## config.mk

```make
export PLATFORM = sky130hd
export DESIGN_NAME = uart_tx_arb
export DESIGN_NICKNAME = d
export VERILOG_FILES = /design/src/rtl/uart_tx_arb.sv
export SDC_FILE = /design/constraint.sdc
export NUM_CORES = 1
export LEC_CHECK = 0
export CORE_MARGIN = 4
export CORE_UTILIZATION = 45
export CTS_BUF_LIST = sky130_fd_sc_hd__clkbuf_2
export DETAILED_ROUTE_END_ITERATION = 8
export GPL_ROUTABILITY_DRIVEN = 0
export HOLD_SLACK_MARGIN = 0.03
export PLACE_DENSITY_LB_ADDON = 0.3
export SLEW_MARGIN = 15
export SYNTH_ARGS = -nofsm -noshare
export SYNTH_HDL_FRONTEND = slang
export SYNTH_SLANG_ARGS = --single-unit
```

## constraint.sdc

```tcl
create_clock -name clk -period 3.3 [get_ports clk]
set_input_delay 0.33 -clock clk [delete_from_list [all_inputs] [get_ports clk]]
set_output_delay 0.33 -clock clk [all_outputs]
set_load 0.1 [all_outputs]
```

## src/rtl/uart_tx_arb.sv

```systemverilog
// Line-atomic arbiter that shares the UART TX FIFO write port between the
// monitor and the CPU console. Each source has a small private character FIFO.

module uart_tx_arb_fifo #(
  parameter int DEPTH = 4
) (
  input  logic       clk,
  input  logic       rst_n,
  input  logic [7:0] wr_data,
  input  logic       wr_en,
  input  logic       rd_en,
  output logic [7:0] rd_data,
  output logic       full,
  output logic       empty
);
  localparam int AW = $clog2(DEPTH);

  logic [7:0]    mem [DEPTH];
  logic [AW-1:0] wr_ptr;
  logic [AW-1:0] rd_ptr;
  logic [AW:0]   count;
  logic          push;
  logic          pop;

  assign full    = (count == (AW+1)'(DEPTH));
  assign empty   = (count == '0);
  assign push    = wr_en && !full;
  assign pop     = rd_en && !empty;
  assign rd_data = mem[rd_ptr];

  // NOTE: storage is not reset; count and pointers alone decide which entries
  // are valid, so resetting the array would only add flops.
  always_ff @(posedge clk) begin
    if (push) mem[wr_ptr] <= wr_data;
  end

  // NOTE: state registers use non-blocking assignments so every flop samples
  // pre-edge values regardless of statement order.
  always_ff @(posedge clk or negedge rst_n) begin
    if (!rst_n) begin
      wr_ptr <= '0;
      rd_ptr <= '0;
      count  <= '0;
    end else begin
      if (push) wr_ptr <= wr_ptr + 1'b1;
      if (pop)  rd_ptr <= rd_ptr + 1'b1;
      case ({push, pop})
        2'b10:   count <= count + 1'b1;
        2'b01:   count <= count - 1'b1;
        default: count <= count;
      endcase
    end
  end
endmodule

module uart_tx_arb #(
  parameter int DEPTH   = 4,
  parameter int HOLD_TO = 255
) (
  input  logic       clk,
  input  logic       rst_n,
  input  logic [7:0] mon_char,
  input  logic       mon_en,
  output logic       mon_full,
  input  logic [7:0] cpu_char,
  input  logic       cpu_en,
  output logic       cpu_full,
  input  logic       tx_fifo_full,
  output logic [7:0] tx_wdata,
  output logic       tx_wten,
  output logic       owner,
  output logic       busy
);
  localparam logic [7:0] LF = 8'h0A;

  typedef enum logic [1:0] {
    IDLE,
    GNT_MON,
    GNT_CPU
  } state_t;

  state_t     state;
  state_t     state_nx;
  logic       owner_nx;
  logic [7:0] to_cnt;
  logic [7:0] to_cnt_nx;
  logic [7:0] wdata_nx;
  logic       wten_nx;

  logic [7:0] mon_rd;
  logic [7:0] cpu_rd;
  logic       mon_empty;
  logic       cpu_empty;
  logic       mon_pop;
  logic       cpu_pop;

  logic       sel_empty;
  logic [7:0] sel_data;
  logic       pop_ok;

  uart_tx_arb_fifo #(.DEPTH(DEPTH)) u_mon_fifo (
    .clk     (clk),
    .rst_n   (rst_n),
    .wr_data (mon_char),
    .wr_en   (mon_en),
    .rd_en   (mon_pop),
    .rd_data (mon_rd),
    .full    (mon_full),
    .empty   (mon_empty)
  );

  uart_tx_arb_fifo #(.DEPTH(DEPTH)) u_cpu_fifo (
    .clk     (clk),
    .rst_n   (rst_n),
    .wr_data (cpu_char),
    .wr_en   (cpu_en),
    .rd_en   (cpu_pop),
    .rd_data (cpu_rd),
    .full    (cpu_full),
    .empty   (cpu_empty)
  );

  // The !tx_wten term leaves uart_if one cycle to raise tx_fifo_full.
  assign pop_ok    = !tx_fifo_full && !tx_wten;
  assign sel_empty = (state == GNT_CPU) ? cpu_empty : mon_empty;
  assign sel_data  = (state == GNT_CPU) ? cpu_rd : mon_rd;
  assign busy      = (state != IDLE);

  // NOTE: every output of this block gets a default first, so no path can
  // leave a signal unassigned and infer a latch.
  always_comb begin
    state_nx  = state;
    owner_nx  = owner;
    to_cnt_nx = to_cnt;
    wdata_nx  = tx_wdata;
    wten_nx   = 1'b0;
    mon_pop   = 1'b0;
    cpu_pop   = 1'b0;

    case (state)
      IDLE: begin
        to_cnt_nx = '0;
        // On a tie the requester that did not hold the last grant wins.
        if (!mon_empty && (cpu_empty || owner)) begin
          state_nx = GNT_MON;
          owner_nx = 1'b0;
        end else if (!cpu_empty) begin
          state_nx = GNT_CPU;
          owner_nx = 1'b1;
        end
      end

      GNT_MON, GNT_CPU: begin
        if (!sel_empty && pop_ok) begin
          mon_pop   = (state == GNT_MON);
          cpu_pop   = (state == GNT_CPU);
          wten_nx   = 1'b1;
          wdata_nx  = sel_data;
          to_cnt_nx = '0;
          if (sel_data == LF) state_nx = IDLE;
        end else if (sel_empty) begin
          if (to_cnt == 8'(HOLD_TO - 1)) begin
            state_nx  = IDLE;
            to_cnt_nx = '0;
          end else begin
            to_cnt_nx = to_cnt + 1'b1;
          end
        end
      end

      default: state_nx = IDLE;
    endcase
  end

  always_ff @(posedge clk or negedge rst_n) begin
    if (!rst_n) begin
      state    <= IDLE;
      owner    <= 1'b1;
      to_cnt   <= '0;
      tx_wdata <= 8'h00;
      tx_wten  <= 1'b0;
    end else begin
      state    <= state_nx;
      owner    <= owner_nx;
      to_cnt   <= to_cnt_nx;
      tx_wdata <= wdata_nx;
      tx_wten  <= wten_nx;
    end
  end
endmodule

```

# Word-level counts from Yosys, hierarchy flattened
# Memory sizes are Yosys's and may differ from the RTL's.
# Index checks and enable logic that the tools add are counted.
# word_totals
register_bits	34
ramBits	64
elab_cells	91
memories	2
# op_classes
addsub	9
n_eq_ne	15
mux	27
reduce_logical	27
# memory_table
memory	depth	word_bits	read_ports	rd_clocked_by_memory_dff	write_ports	line_no	text
u_cpu_fifo.mem	4	8	1	0	1	18	logic [7:0] mem [DEPTH];
u_mon_fifo.mem	4	8	1	0	1	18	
# ops
cell	count
$mux W8	4
$pmux W8 S2	1
$mux W1	13
$mux W2	6
$ne A3 B3 Y1 const B	4
$pmux W3 S2	2
$add A2 B1 Y2 const B	4
$add A8 B1 Y8 const B	1
$eq A8 B4 Y1 const B	1
$eq A8 B8 Y1 const B	1
$reduce_bool A2 Y1	4
$logic_and A1 B1 Y1	7
$logic_not A1 Y1	7
$add A3 B1 Y3 const B	2
$eq A2 B1 Y1 const B	3
$eq A2 B2 Y1 const B	3
$eq A3 B3 Y1 const B	2
$logic_not A3 Y1	2
$reduce_and A2 Y1	3
$sub A3 B1 Y3 const B	2
$pmux W2 S2	1
$reduce_and A4 Y1	1
$logic_not A2 Y1	1
$ne A2 B1 Y1 const B	1
2 further kinds	2

# Depth between registers and ports, before layout
# logic_depth
ltp_word	9
mapped_depth	12
depth_no_buf	12

# Cells and area by module
# From an unflattened synthesis, not the netlist that was laid out.
# unflattened
cells_unflattened	269
hier_area_um2	4265.3
# modules_own_cells
module	instances	cells_each	area_each_um2	seq_area_each_um2
uart_tx_arb_fifo (u_mon_fifo)	1	79	1592.8	1136.1
uart_tx_arb_fifo (u_cpu_fifo)	1	80	1584.0	1136.1
uart_tx_arb	1	110	1088.5	501.7

# Worst setup path before layout
# No wires, ideal clock.
# synth_path
path_type	flip-flop to flip-flop
startpoint	register state[0]
endpoint	register u_cpu_fifo.count[2]
arrival_time_ns	2.722
required_ns	3.221
slack_ns	0.499
stages_incl_launch_ff	13
synth_period_minus_slack_ns	2.801
path_cell_list	dfrtp_1 > inv_1 > ha_1 > clkbuf_1 > o2111ai_1 > clkbuf_1 > nor3b_1 > ha_1 > inv_1 > fa_1 > xor2_1 > nor2_1 > xor2_1
# synth_between
elab_chain_cells	9
word_cells_on_any_way	13
cone_classes	eq/ne: 4; mux: 4; reduce/logical: 5
# synth_lines
item	line_no	text
start, declared	82	state_t state;
start signal, assigned	183	state <= state_nx;
$eq A2 B2 Y1	125, 140, 156	
$mux W1	125	assign sel_empty = (state == GNT_CPU) ? cpu_empty : mon_empty;
$logic_not A1 Y1	154	if (!sel_empty && pop_ok) begin
$logic_and A1 B1 Y1	154	
$mux W1	154	
$mux W1 (*)	140	case (state)
$logic_and A1 B1 Y1 (*)	28	assign pop = rd_en && !empty;
named net u_cpu_fifo.pop	23	logic pop;
$eq A2 B1 Y1 / $eq A2 B2 Y1 (equally long branches)	47	case ({push, pop})
$pmux W3 S2 / $reduce_bool A2 Y1 (equally long branches)	--	
end signal, assigned	48	2'b10: count <= count + 1'b1;
end signal, assigned	49	2'b01: count <= count - 1'b1;
end signal, assigned	50	default: count <= count;
end, declared	21	logic [AW:0] count;
# The timed path passes the listed nets; every way through them passes the cells marked *.
# A chain may end at the register's enable or synchronous reset.

# Final worst setup path
# Same ends and word-level chain as after synthesis.

==> results.md <==
- Clock transition at path regs: 280 ps
- Clock Sinks: 98
- Die Y: 107 um
- Post-CTS Setup Inserts: 0
- PwrDens: 903 nW/um2
- Startpoint types: flop
- Synth top area share: 0.440
- Global-route wire length before repair: 12900 um
- R2R Path Start: state[0]
- Leak pwr: 0.00188 uW
- Final setup viols: 0
- Layout net count: 392
- Gr usage total: 0.147
- Overflow left after global routing: 0
- Vias: 2527
- CP max FO: 10
- CTS tree: built
- Peak VDD IR: 469 uV
- Max-slew violations: 0
- Final ANT Viol Nets: 0
- Post-Syn Nets: 356
- Synth area leaders: edfxtp_1 (44%), dfrtp_1 (19%), ha_1 (4.3%), mux2i_1 (4.1%), nand2_1 (3.7%)
- Reg-to-reg endpoint: u_cpu_fifo.count[2]
- CP required: 3760 ps
- Core area: 9330 um2
- Clock Tree Root: clkbuf_2
- Vias/cell: 5.18
- Number of synthesized flops with an enable pin: 64
- Outcome: completed
- WP data arrival: 3440 ps
- Worst slew pin tran: 972 ps
- Top-Level Pins: 34
- Initial Util: 0.469
- Most frequent cell after synthesis: edfxtp_1
- Vias in the first global route: 2504
- Seq/Total Area, Yosys: 0.635
- Port Buf Inserts: 33
- DRT Pass-1 Iters: 4
- Pin count of the biggest net entering global routing: 35
- Final Skew: 35.9 ps
- WL/cell: 15.8 um
- CTS Buf Count: 9
- N_diodes: 0
- Mapped Cells: 318
- Max-cap viol count: 0
- Initial antenna violation count: 0
- Crit share post-route: 0.902
- Leading area contributor after synthesis: edfxtp_1
- Crit-path cells: inv_1, ha_1, o2111ai_1, buf_4, nor3b_1, ha_1, inv_1, fa_1, xor2_1, nor2_1, xor2_1
- Post-cts sizing count: 0
- WL final: 7720 um
- Synthesis-to-layout area growth: 12.8%
- Avg Cell Area, Syn: 13.7 um2
- Worst path top cell family by delay: adder cells
- FF-to-FF path depth: 11
- Share of cells above drive strength 1: 0.0947
- Post-layout min period: 2980 ps
- Slowest cell on the critical path: dfrtp_1
- RSZ-0062 raised after global routing: false
- TNS Setup: 0 ps
- Hold-fix buffers, CTS: 0
- Cell variety after synth: 44
- Hold_ws: 129 ps
- CTS max path bufs: 2
- Die area: 11400 um2
- Max frequency: 336 MHz
- Worst skew pair latency: 540 ps
- FFs w/ async S/R, synth: 0.347
- DRC viols: 0
- H-Tree Level Count: 3
- Seq cells post-synth: 98
- Yosys warnings: 0
- Dpl hpwl: 5440 um
- Largest stage delay, worst path: 450 ps
- Rows: 35
- R2r setup slk: 320 ps
- Crit Path Category: flop to flop
- Min-delay worst type: primary input to asynchronous set/reset pin
- Max transition margin: 0.350
- CP Capture Type: flop
- Cell area after synthesis: 4370 um2
- Final hold vios: 0
- Most frequent cells after synthesis: edfxtp_1 (64), nand2_1 (43), dfrtp_1 (33)
- Die Wd: 107 um
- Critical path buffer and inverter count: 3
- Iter 0 DRT Violations: 153
- Post-synth top flop: edfxtp_1
power breakdown:
group,internal [uW],switching (uW),total (uW),leakage [uW]
Sequential,1650,214,1860,0.00102
Clock,103,404,507,0.0000520
Combinational,688,1400,2090,0.000810
Total,2440,2010,4450,0.00188
flip-flops by register name, summed over array words and instances (netlist names):
register / count
u_cpu_fifo.mem: 32
u_mon_fifo.mem: 32
to_cnt: 8
tx_wdata: 8
u_cpu_fifo.count: 3
u_mon_fifo.count: 3
state: 2
u_cpu_fifo.rd_ptr: 2
u_cpu_fifo.wr_ptr: 2
u_mon_fifo.rd_ptr: 2
u_mon_fifo.wr_ptr: 2
owner: 1
tx_wten: 1
metal layers:
| layer | track usage | vias up | share of wire | wire (um) |
|---|---|---|---|---|
| met5 | 0 | - | 0 | 0 |
| met4 | 0.0356 | 0 | 0.013 | 103 |
| met3 | 0.0413 | 9 | 0.042 | 328 |
| met2 | 0.236 | 46 | 0.49 | 3770 |
| met1 | 0.200 | 1230 | 0.46 | 3520 |
| li1 | - | 1242 | - | - |
metrics by stage:
step	util	total power, uW	area [um2]	std cells	worst slack [ps]
detailed placement	0.518	4000	4830	472	401
finish	0.529	4450	4930	488	324
CTS	0.529	4510	4930	488	329
floorplan	-	3470	4370	318	499
global placement	0.518	3950	4830	472	510
global route	0.529	4780	4930	488	66.2
placed cells by master, fill, tap and decap left out, drive strengths merged, types with 9 or more instances in the layout:
cell           count
and2               9
clkdlybuf4s50     30
o21ai             15
clkbuf             9
edfxtp            64
ha                15
nand2             43
mux2i             18
dfrtp             33
inv               18
kinds of logic after synthesis:
kind of cell               after synthesis  synth area share
DFF                                     98             0.635
and+or+nand+nor                         96             0.112
AOI/OAI and AO/OA                       39            0.0635
buffers and inverters                   30            0.0286
muxes                                   26            0.0850
adders and majority gates               17            0.0521
xor gates and xnor gates                12            0.0240
how the worst max path moves through the flow:
stage	end	from	cells past startpoint	slack, ps
floorplan	u_cpu_fifo.count[2]	state[0]	12	500
global placement	u_mon_fifo.count[2]	state[0]	12	510
detailed placement	u_cpu_fifo.count[2]	tx_fifo_full	11	400
CTS	u_cpu_fifo.count[2]	state[0]	11	330
global route	u_cpu_fifo.count[2]	state[0]	11	70
finish	u_cpu_fifo.count[2]	state[0]	11	320
area by class of cell:
class | count | area, um2
Timing Repair Buffer | 38 | 360
Inverter | 17 | 63.8
Fill cell | 803 | 4400
Clock inverter | 7 | 55.1
Multi-Input combinational cell | 190 | 1470
Clock buffer | 9 | 45.0
Sequential cell | 98 | 2770
Tap cell | 129 | 161
Note: power is estimated with default switching activity, not from simulation.
